[config.mk]
export PLATFORM = sky130hd
export DESIGN_NAME = bexkat1_irq_ctrl
export DESIGN_NICKNAME = d
export VERILOG_FILES = /design/src/rtl/bexkat1_irq_ctrl.sv
export SDC_FILE = /design/constraint.sdc
export NUM_CORES = 1
export LEC_CHECK = 0
export ABC_AREA = 0
export CAP_MARGIN = 5
export CORE_MARGIN = 3
export CORE_UTILIZATION = 50
export CTS_CLUSTER_SIZE = 40
export DETAILED_ROUTE_END_ITERATION = 16
export GPL_TIMING_DRIVEN = 0
export PLACE_DENSITY = 0.86
export SLEW_MARGIN = 20
export SYNTH_ARGS = -nofsm -noshare
export SYNTH_HDL_FRONTEND = slang
export SYNTH_SLANG_ARGS = --single-unit
[constraint.sdc]
create_clock -name clk_i -period 2.5 [get_ports clk_i]
set_input_delay 0.375 -clock clk_i [delete_from_list [all_inputs] [get_ports clk_i]]
set_output_delay 0.375 -clock clk_i [all_outputs]
set_load 0.005 [all_outputs]
[src/rtl/bexkat1_irq_ctrl.sv]
// bexkat1_irq_ctrl: prioritising interrupt controller with nesting for the bexkat1 exception entry.
// Define BEXKAT1_IRQ_EDGE_EN to add the EDGE register, sticky edge-triggered lines and W1C PENDING.
module bexkat1_irq_ctrl #(
  parameter int          NUM_IRQ  = 8,
  parameter logic [3:0]  VEC_BASE = 4'h8
) (
  input  logic               clk_i,
  input  logic               rst_i,
  input  logic [NUM_IRQ-1:0] irq_i,
  input  logic               int_en_i,
  output logic               exc_req_o,
  output logic [3:0]         exc_vec_o,
  input  logic               exc_ack_i,
  input  logic               eoi_i,
  input  logic               cfg_we_i,
  input  logic [1:0]         cfg_addr_i,
  input  logic [NUM_IRQ-1:0] cfg_data_i,
  output logic [NUM_IRQ-1:0] cfg_data_o
);
  typedef enum logic {S_IDLE, S_REQ} state_t;
  state_t             r_state;
  logic               r_req;
  logic [3:0]         r_vec, r_held;
  logic [NUM_IRQ-1:0] r_sync1, r_sync2, r_mask, r_insvc;
  logic [NUM_IRQ-1:0] w_pend, w_edge_rd, w_ack_oh, w_eoi_clr;
  logic [3:0]         w_p, w_q;
  logic               w_ack, w_elig;
  assign w_ack     = (r_state == S_REQ) && exc_ack_i;
  assign w_ack_oh  = w_ack ? (NUM_IRQ'(1) << r_held) : '0;
  assign w_eoi_clr = eoi_i ? (r_insvc & (~r_insvc + NUM_IRQ'(1))) : '0;
`ifdef BEXKAT1_IRQ_EDGE_EN
  logic [NUM_IRQ-1:0] r_edge, r_sticky, r_sync3;
  logic [NUM_IRQ-1:0] w_edge_n, w_w1c, w_sticky_n;
  assign w_edge_n   = (cfg_we_i && cfg_addr_i == 2'd3) ? cfg_data_i : r_edge;
  assign w_w1c      = (cfg_we_i && cfg_addr_i == 2'd1) ? cfg_data_i : '0;
  // a new edge beats a same-cycle clear; leaving edge mode drops the sticky bit
  assign w_sticky_n = ((r_sticky & ~w_w1c & ~w_ack_oh) | (r_sync2 & ~r_sync3 & r_mask & r_edge)) & w_edge_n;
  assign w_pend     = (r_sync2 & r_mask & ~r_edge) | (r_sticky & r_edge);
  assign w_edge_rd  = r_edge;
  always_ff @(posedge clk_i or negedge rst_i) begin
    if (!rst_i) begin
      r_edge   <= '0;
      r_sticky <= '0;
      r_sync3  <= '0;
    end else begin
      r_edge   <= w_edge_n;
      r_sticky <= w_sticky_n;
      r_sync3  <= r_sync2;
    end
  end
`else
  assign w_pend    = r_sync2 & r_mask;
  assign w_edge_rd = '0;
`endif
  always_comb begin
    w_p = '0;
    w_q = '0;
    for (int i = NUM_IRQ - 1; i >= 0; i--) begin
      if (w_pend[i]) w_p = 4'(i);
      if (r_insvc[i]) w_q = 4'(i);
    end
  end
  assign w_elig     = |w_pend && (~|r_insvc || w_p < w_q);
  assign exc_req_o  = r_req;
  assign exc_vec_o  = r_vec;
  assign cfg_data_o = cfg_addr_i == 2'd0 ? r_mask :
                      cfg_addr_i == 2'd1 ? w_pend :
                      cfg_addr_i == 2'd2 ? r_insvc : w_edge_rd;
  always_ff @(posedge clk_i or negedge rst_i) begin
    if (!rst_i) begin
      r_state <= S_IDLE;
      r_req   <= 1'b0;
      r_vec   <= '0;
      r_held  <= '0;
      r_sync1 <= '0;
      r_sync2 <= '0;
      r_mask  <= '0;
      r_insvc <= '0;
    end else begin
      r_sync1 <= irq_i;
      r_sync2 <= r_sync1;
      if (cfg_we_i && cfg_addr_i == 2'd0) r_mask <= cfg_data_i;
      r_insvc <= (r_insvc & ~w_eoi_clr) | w_ack_oh;
      if (r_state == S_IDLE) begin
        if (w_elig && int_en_i) begin
          r_state <= S_REQ;
          r_req   <= 1'b1;
          r_vec   <= VEC_BASE + w_p;
          r_held  <= w_p;
        end
      end else if (exc_ack_i || !int_en_i) begin
        r_state <= S_IDLE;
        r_req   <= 1'b0;
      end
    end
  end
endmodule

==> results of run 1 <==
[worst paths after layout]
kind / cells after the start / slack (ns) / end / from
worst max-delay path: 5 / 0.05 / cfg_data_o[5] / cfg_addr_i[1]
worst min-delay path: 0 / 0.36 / r_sync2[2] / r_sync1[2]
worst max register to register: 9 / 0.19 / exc_vec_o[2] / r_mask[1]
worst min register to register: 0 / 0.36 / r_sync2[2] / r_sync1[2]
max in group asynchronous: 3 / 1.57 / r_sync1[4] / rst_i
min in group asynchronous: 2 / 0.48 / r_insvc[3] / rst_i
[state kept, by name, indices dropped and copies added, names as in the netlist]
name       count
r_insvc        8
r_sync1        8
r_mask         8
r_sync2        8
exc_req_o      1
exc_vec_o      4
r_state        1
[final cells by class]
class,instances,share of cell area
Buffer,1,0.00163
Clock buffer,5,0.0163
Clock inverter,3,0.0299
Inverter,11,0.0196
Multi-Input combinational cell,110,0.325
Sequential cell,38,0.413
Tap cell,44,0.0239
Timing Repair Buffer,38,0.171
[metal layers]
| layer | global-route usage | vias to the layer above | share of wire |
|---|---|---|---|
| li1 | - | 688 | - |
| met1 | 0.282 | 718 | 0.46 |
| met2 | 0.344 | 32 | 0.49 |
| met3 | 0.0468 | 4 | 0.044 |
| met4 | 0.0712 | 0 | 0.010 |
| met5 | 0 | - | 0 |
[power by group]
part           internal, W  switching [W]  leakage (nW)
registers         0.000718       0.000142         0.460
clock network     0.000313       0.000215        0.0554
logic             0.000346       0.000332         0.450
[cells by family after synthesis]
logic type / share of synthesized area
AO/OA/AOI/OAI: 0.222
adder cells (fa/ha/maj): 0.0144
multiplexers: 0.0520
AND/OR/NAND/NOR: 0.137
buffers and inverters: 0.0260
flip-flops: 0.549
[synthesized netlist by cell type, drive strengths merged]
master,n
dfrtp,38
mux2,8
clkbuf,1
nand2b,6
o32ai,1
nand3b,1
nor2,7
a32oi,1
nor2b,2
nand3,8
a21oi,6
and3,1
nor3,1
a22oi,4
ha,2
nor3b,1
a211o,3
nor4,1
o21ai,17
o31ai,2
nand4,2
or3,1
o21bai,1
o211a,1
o211ai,2
clkinv,1
a32o,6
a22o,4
or2,1
a31oi,1
nand2,17
o41ai,2
inv,10
[metrics by stage]
step,cell area [µm²],util
2_1_floorplan,1730,-
3_3_place_gp,2150,0.676
3_5_place_dp,2170,0.683
4_1_cts,2290,0.722
5_1_grt,2300,0.724
6_report,2300,0.724
[timing repair]
| item | CTS | global route |
|---|---|---|
| hold endpoints to repair | 16 | 0 |
| hold buffers | 1 | 0 |
| endpoints found under the setup margin | 8 | 14 |
| resized for setup | 2 | 2 |
[worst max-delay path, delay by kind of cell]
| family | cells | cell delay, ns |
|---|---|---|
| AOI/OAI and AO/OA | 1 | 0.18 |
| and+or+nand+nor | 1 | 0.25 |
| buffers and inverters | 3 | 1.27 |
==> parameters.txt, run 1 <==
Parameter                              Value

Critical path
  Max Fanout on Critical Path ... 9
  Required time at the endpoint of the critical path ... ~2.1 ns
  Data arrival time of the worst path ... 2.07 ns
  Crit path capture type ... output pin
  Cell repeated most along the worst path ... sky130_fd_sc_hd__clkdlybuf4s50_1
  CP Class ... in -> out
  Slowest cell on crit path ... sky130_fd_sc_hd__clkdlybuf4s50_1
  Category of the worst setup path launch point ... input pin
  Largest stage delay on the critical path ... ~0.53 ns
  CP cell instances ... clkdlybuf4s50_1, clkinvlp_4, nor2_4, a32o_1, clkdlybuf4s50_1

STA
  Setup violation total in the final timing report ... 0
  Final cycle utilization of the critical path ... 0.980
  Relative slew slack ... 0.671
  Final sum of negative setup slack ... 0 ns
  Final Slew Violations ... 0
  Crit path time final ... 2.45 ns
  Worst hold slack ... between 0.3 and 0.4 ns
  Worst clock skew ... 0.0101 ns
  Worst Max-Slew Pin Slew ... approximately 0.49 ns
  Post-route setup slack ... 0.0500 ns
  Number of endpoints with negative hold slack in the final report ... 0
  Setup repair after global routing missed its margin ... false
  Maximum clock rate ... 0.408 GHz

Finish
  Filler Cells Inserted ... ~230
  Area used by sequential logic in the layout ... between 900 and 1000 µm²
  Diode count ... 0
  Layout net count ... roughly 230
  Highest-count cells in the layout ignoring fill and taps ... sky130_fd_sc_hd__dfrtp_1, sky130_fd_sc_hd__clkdlybuf4s50_1, sky130_fd_sc_hd__nand2_1, sky130_fd_sc_hd__o21ai_0, sky130_fd_sc_hd__inv_1
  Non-filler instance count after layout ... 250
  Area taken by multi-input logic gates ... 748 µm²
  Share of post-route cells with drive strength above 1 ... 0.121
  Leading cell type in the layout, fill and taps excluded ... sky130_fd_sc_hd__dfrtp_1
  Area added between synthesis and finish ... 32.9%

Worst hold path
  Hold Crit Class ... reg -> reg

Power and ir drop
  Maximum resistive drop on vdd ... roughly 460 µV
  Pwr/cell area ... 898 nW/µm²
  Post-layout power ... about 0.0021 W
  Total leakage power ... approximately 0.97 nW

Global route
  Global-route congestion overflow total ... 0
  Wire length of the first global-routing pass ... 6.84 mm
  Vias in the first global route ... 1470
  Overall track demand over capacity in global routing ... 0.212
  Number of antenna violations at the first check in global routing ... 0
  Maximum number of pins on one net before global-route repair ... 23

Run
  Max-cap viol count ... 0

Drt
  DR vias/cell ... between 5 and 6
  Length of the first detailed-routing pass in iterations ... 4
  Post-detailed-route count of antenna-violating nets ... 0
  Per-cell routed wire length ... 15.8 µm
  Final WL ... 3.96 mm
  DRC marker count from the first detailed-route iteration ... about 110
  Residual DRC ... 0
  DR vias ... approximately 1.4k

Floorplanning
  Starting utilization of the core area ... 0.545
  Number of placement rows ... 20
  CORE AREA ... 3180 µm²
  Die Area ... ~4200 µm²
  Width of the die ... around 65 µm
  Floorplan die height ... 64.9 µm
  Number of I/O pins ... 37

Clock network
  CTS tree ... yes
  Root Buffer Master ... sky130_fd_sc_hd__clkbuf_4
  Inserted Clock Buffers ... 5
  Worst-case clock buffer depth ... 2
  Clock transition at path regs ... around 0.11 ns
  Number of clock sinks ... 38
  CTS H-tree lvls ... 2
  Skew-Pair Late Insertion Delay ... ~0.35 ns
  Total setup buffers inserted after CTS ... 0

Placement
  RePlAce Congestion ... a little under 0.9
  Placed cell count ... about 240
  I/O Buffers ... 36
  DP Worst Slack ... -0.120 ns
  Detailed placement HPWL ... ~3.0 mm

Yosys
  Top cells by area in the synthesized netlist ... sky130_fd_sc_hd__dfrtp_1, sky130_fd_sc_hd__mux2_2, sky130_fd_sc_hd__o21ai_0, sky130_fd_sc_hd__nand2_1, sky130_fd_sc_hd__a32o_1
  Average cell area after synthesis ... roughly 11 µm²
  Sequential element share of the synthesized area ... 0.549
  Gate count of the mapped netlist ... 160
  Warnings from Yosys ... 0
  Synth Register Bits ... 38
  Share of the synthesized area in the top cell type ... 0.549
  Library cells used by synthesis ... 36
  Netlist Area Pre-Place ... 1730 µm²
  Cell accounting for the most synthesized area ... sky130_fd_sc_hd__dfrtp_1
  Number of nets in the synthesized netlist ... 186

Status
  Outcome ... finished, final reports clean
No activity file was read; power rests on OpenSTA's default activity.
==> run 2, diff against run 1 <==
- CORE_UTILIZATION: 50 -> 52
- CTS_BUF_LIST: default -> sky130_fd_sc_hd__clkbuf_8
- PLACE_DENSITY: 0.86 -> 0.88
==> run 2 against run 1 <==
Net effect:
- worst hold slack worse by 0.0057 ns
- register-to-register slack better by 0.07 ns
- clock power is 2% lower
- sequential power is 0.7% higher
- wire length is 8.2% higher
- cell count is 1.2% higher
- sequential share of layout area is 0.64 points lower
- first-iteration DRC count is 34% higher
- die area is 3.5% lower
- clock skew is 0.0027 ns lower
- core utilization is 2.3 points higher
- highest routed layer unchanged
==> parameters.txt, run 2 (synthesis gave the netlist of run 1 again) <==
Parameter                              Value

Status
  Outcome ... finished, final reports clean

Worst hold path
  Hold Crit Endpoint ... r_sync2[5]
  Hold Crit Class ... reg -> reg
  Hold path start ... r_sync1[5]
  Hold Path Stages ... 0

Floorplanning
  Number of placement rows ... 20
  Starting utilization of the core area ... 0.554
  CORE AREA ... 3130 µm²
  Number of I/O pins ... 37
  Die Area ... a little over 4000 µm²
  Width of the die ... between 60 and 70 µm
  Floorplan die height ... between 60 and 70 µm

STA
  Maximum clock rate ... between 0.4 and 0.5 GHz
  Worst hold slack ... around 0.35 ns
  Setup violation total in the final timing report ... 0
  Worst Max-Slew Pin Slew ... 0.480 ns
  Setup repair after global routing missed its margin ... false
  Final cycle utilization of the critical path ... 0.945
  Final Slew Violations ... 0
  Number of endpoints with negative hold slack in the final report ... 0
  Crit path time final ... between 2 and 2.5 ns
  Relative slew slack ... 0.679
  Final sum of negative setup slack ... 0 ns
  Worst clock skew ... between 0.007 and 0.008 ns

Global route
  Vias in the first global route ... ~1.5k
  Wire length of the first global-routing pass ... roughly 7.4 mm
  Global-route congestion overflow total ... 0
  Number of antenna violations at the first check in global routing ... 0
  Maximum number of pins on one net before global-route repair ... 31
  Overall track demand over capacity in global routing ... 0.234

Drt
  DR vias/cell ... about 6
  Per-cell routed wire length ... 16.9 µm
  Final WL ... between 4 and 5 mm
  DR vias ... around 1.5k
  Length of the first detailed-routing pass in iterations ... 4
  Post-detailed-route count of antenna-violating nets ... 0
  DRC marker count from the first detailed-route iteration ... 142
  Residual DRC ... 0

Power and ir drop
  Maximum resistive drop on vdd ... around 730 µV
  Pwr/cell area ... roughly 900 nW/µm²
  Total leakage power ... 0.974 nW
  Post-layout power ... 0.00210 W

Finish
  Layout net count ... ~230
  Diode count ... 0
  Area added between synthesis and finish ... 34.9%
  Highest-count cells in the layout ignoring fill and taps ... sky130_fd_sc_hd__dfrtp_1, sky130_fd_sc_hd__clkdlybuf4s50_1, sky130_fd_sc_hd__nand2_1, sky130_fd_sc_hd__o21ai_0, sky130_fd_sc_hd__inv_1
  Leading cell type in the layout, fill and taps excluded ... sky130_fd_sc_hd__dfrtp_1
  Cell area after layout ... between 2000 and 2500 µm²
  Core utilization of the finished layout ... 0.748
  Share of post-route cells with drive strength above 1 ... 0.139

Clock network
  Inserted Clock Buffers ... 5
  Number of clock sinks ... 38
  Skew-Pair Late Insertion Delay ... about 0.29 ns
  Worst-case clock buffer depth ... 2
  CTS tree ... yes
  Root Buffer Master ... sky130_fd_sc_hd__clkbuf_8
  Clock transition at path regs ... 0.07 ns
  CTS H-tree lvls ... 2

Placement
  Total cell area at the placement stage ... ~2200 µm²
  RePlAce Congestion ... between 0.8 and 0.9
  Detailed placement HPWL ... approximately 3.1 mm
  I/O Buffers ... 36

Critical path
  Largest stage delay on the critical path ... roughly 0.53 ns
  Setup slack on the worst flop-to-flop path ... 0.26 ns
  Total buffers and inverters traversed by the critical path ... 3
  CP Class ... in -> out
  Required time at the endpoint of the critical path ... roughly 2.1 ns
  Cells on worst reg2reg path ... 8
  CP cell instances ... clkdlybuf4s50_1, clkinvlp_4, nor2_4, nand2_1, nand2_1, clkdlybuf4s50_1
  Cell family with most CP delay ... buffers and inverters
  Reg-to-Reg End ... exc_req_o
  Max Fanout on Critical Path ... 8
  Data arrival time of the worst path ... a little under 2 ns
  Crit path capture type ... output pin
  Slowest cell on crit path ... sky130_fd_sc_hd__clkdlybuf4s50_1
  Category of the worst setup path launch point ... input pin
  Startpoint of the worst-slack reg-to-reg timing path ... r_mask[6]

Run
  Max-cap viol count ... 0
run 2: timing repair:
| item | in CTS | in global routing |
|---|---|---|
| hold buffers | 1 | 0 |
| buffers inserted | 0 | 3 |
| setup endpoints to repair | 8 | 14 |
| resized for setup | 2 | 4 |
| pin swaps | 0 | 1 |
| endpoints found under the hold margin | 8 | 0 |
run 2: power by group:
| group | internal [W] | total, W | switching [W] |
|---|---|---|---|
| combinational | 0.000359 | 0.000722 | 0.000363 |
| sequential | 0.000719 | 0.000866 | 0.000147 |
| clock | 0.000297 | 0.000515 | 0.000219 |
run 2: stage by stage:
stage                     worst slack (ns)  instances
final                                0.138        253
after global routing                0.0365        253
after CTS                           0.0322        250
after detailed placement            -0.157        241
after global placement             -0.0487        240
after floorplan                      0.446        160
run 2: worst max path at each step:
stage                        startpoint            end  slack [ns]  cells past startpoint
after detailed placement  cfg_addr_i[1]  cfg_data_o[6]       -0.16                      5
after global routing      cfg_addr_i[1]  cfg_data_o[2]        0.04                      6
after floorplan               r_mask[6]   exc_vec_o[0]        0.45                      8
final                     cfg_addr_i[1]  cfg_data_o[2]        0.14                      6
after global placement    cfg_addr_i[1]  cfg_data_o[4]       -0.05                      5
after CTS                    r_insvc[2]      exc_req_o        0.03                      7
run 2: cell type report:
| cell class | instances | area, µm² |
|---|---|---|
| multi-input cells | 110 | 762 |
| repair buffers | 41 | 408 |
| well taps | 44 | 55.1 |
| fillers | 230 | 790 |
| inverters | 11 | 45.0 |
| clock inverters | 3 | 45.0 |
| clock buffers | 5 | 68.8 |
| plain buffers | 1 | 3.75 |
| flip-flops and latches | 38 | 951 |
run 2: worst reg2reg max path, stage by stage (launching register included):
cell and delay (ns):
sky130_fd_sc_hd__dfrtp_1 0.44, sky130_fd_sc_hd__a22o_1 0.30, sky130_fd_sc_hd__a21oi_1 0.19, sky130_fd_sc_hd__nor2_1 0.07, sky130_fd_sc_hd__ha_1 0.21, sky130_fd_sc_hd__or3_1 0.43, sky130_fd_sc_hd__a21oi_4 0.22, sky130_fd_sc_hd__a21oi_1 0.14
sky130_fd_sc_hd__o21ai_0 0.16
run 2: metal layers:
metal | vias up | global-route usage | wire length, µm
li1 | 687 | - | -
met1 | 722 | 0.300 | 1690
met2 | 77 | 0.398 | 2170
met3 | 15 | 0.0422 | 296
met4 | 0 | 0.0863 | 120
met5 | - | 0 | 0
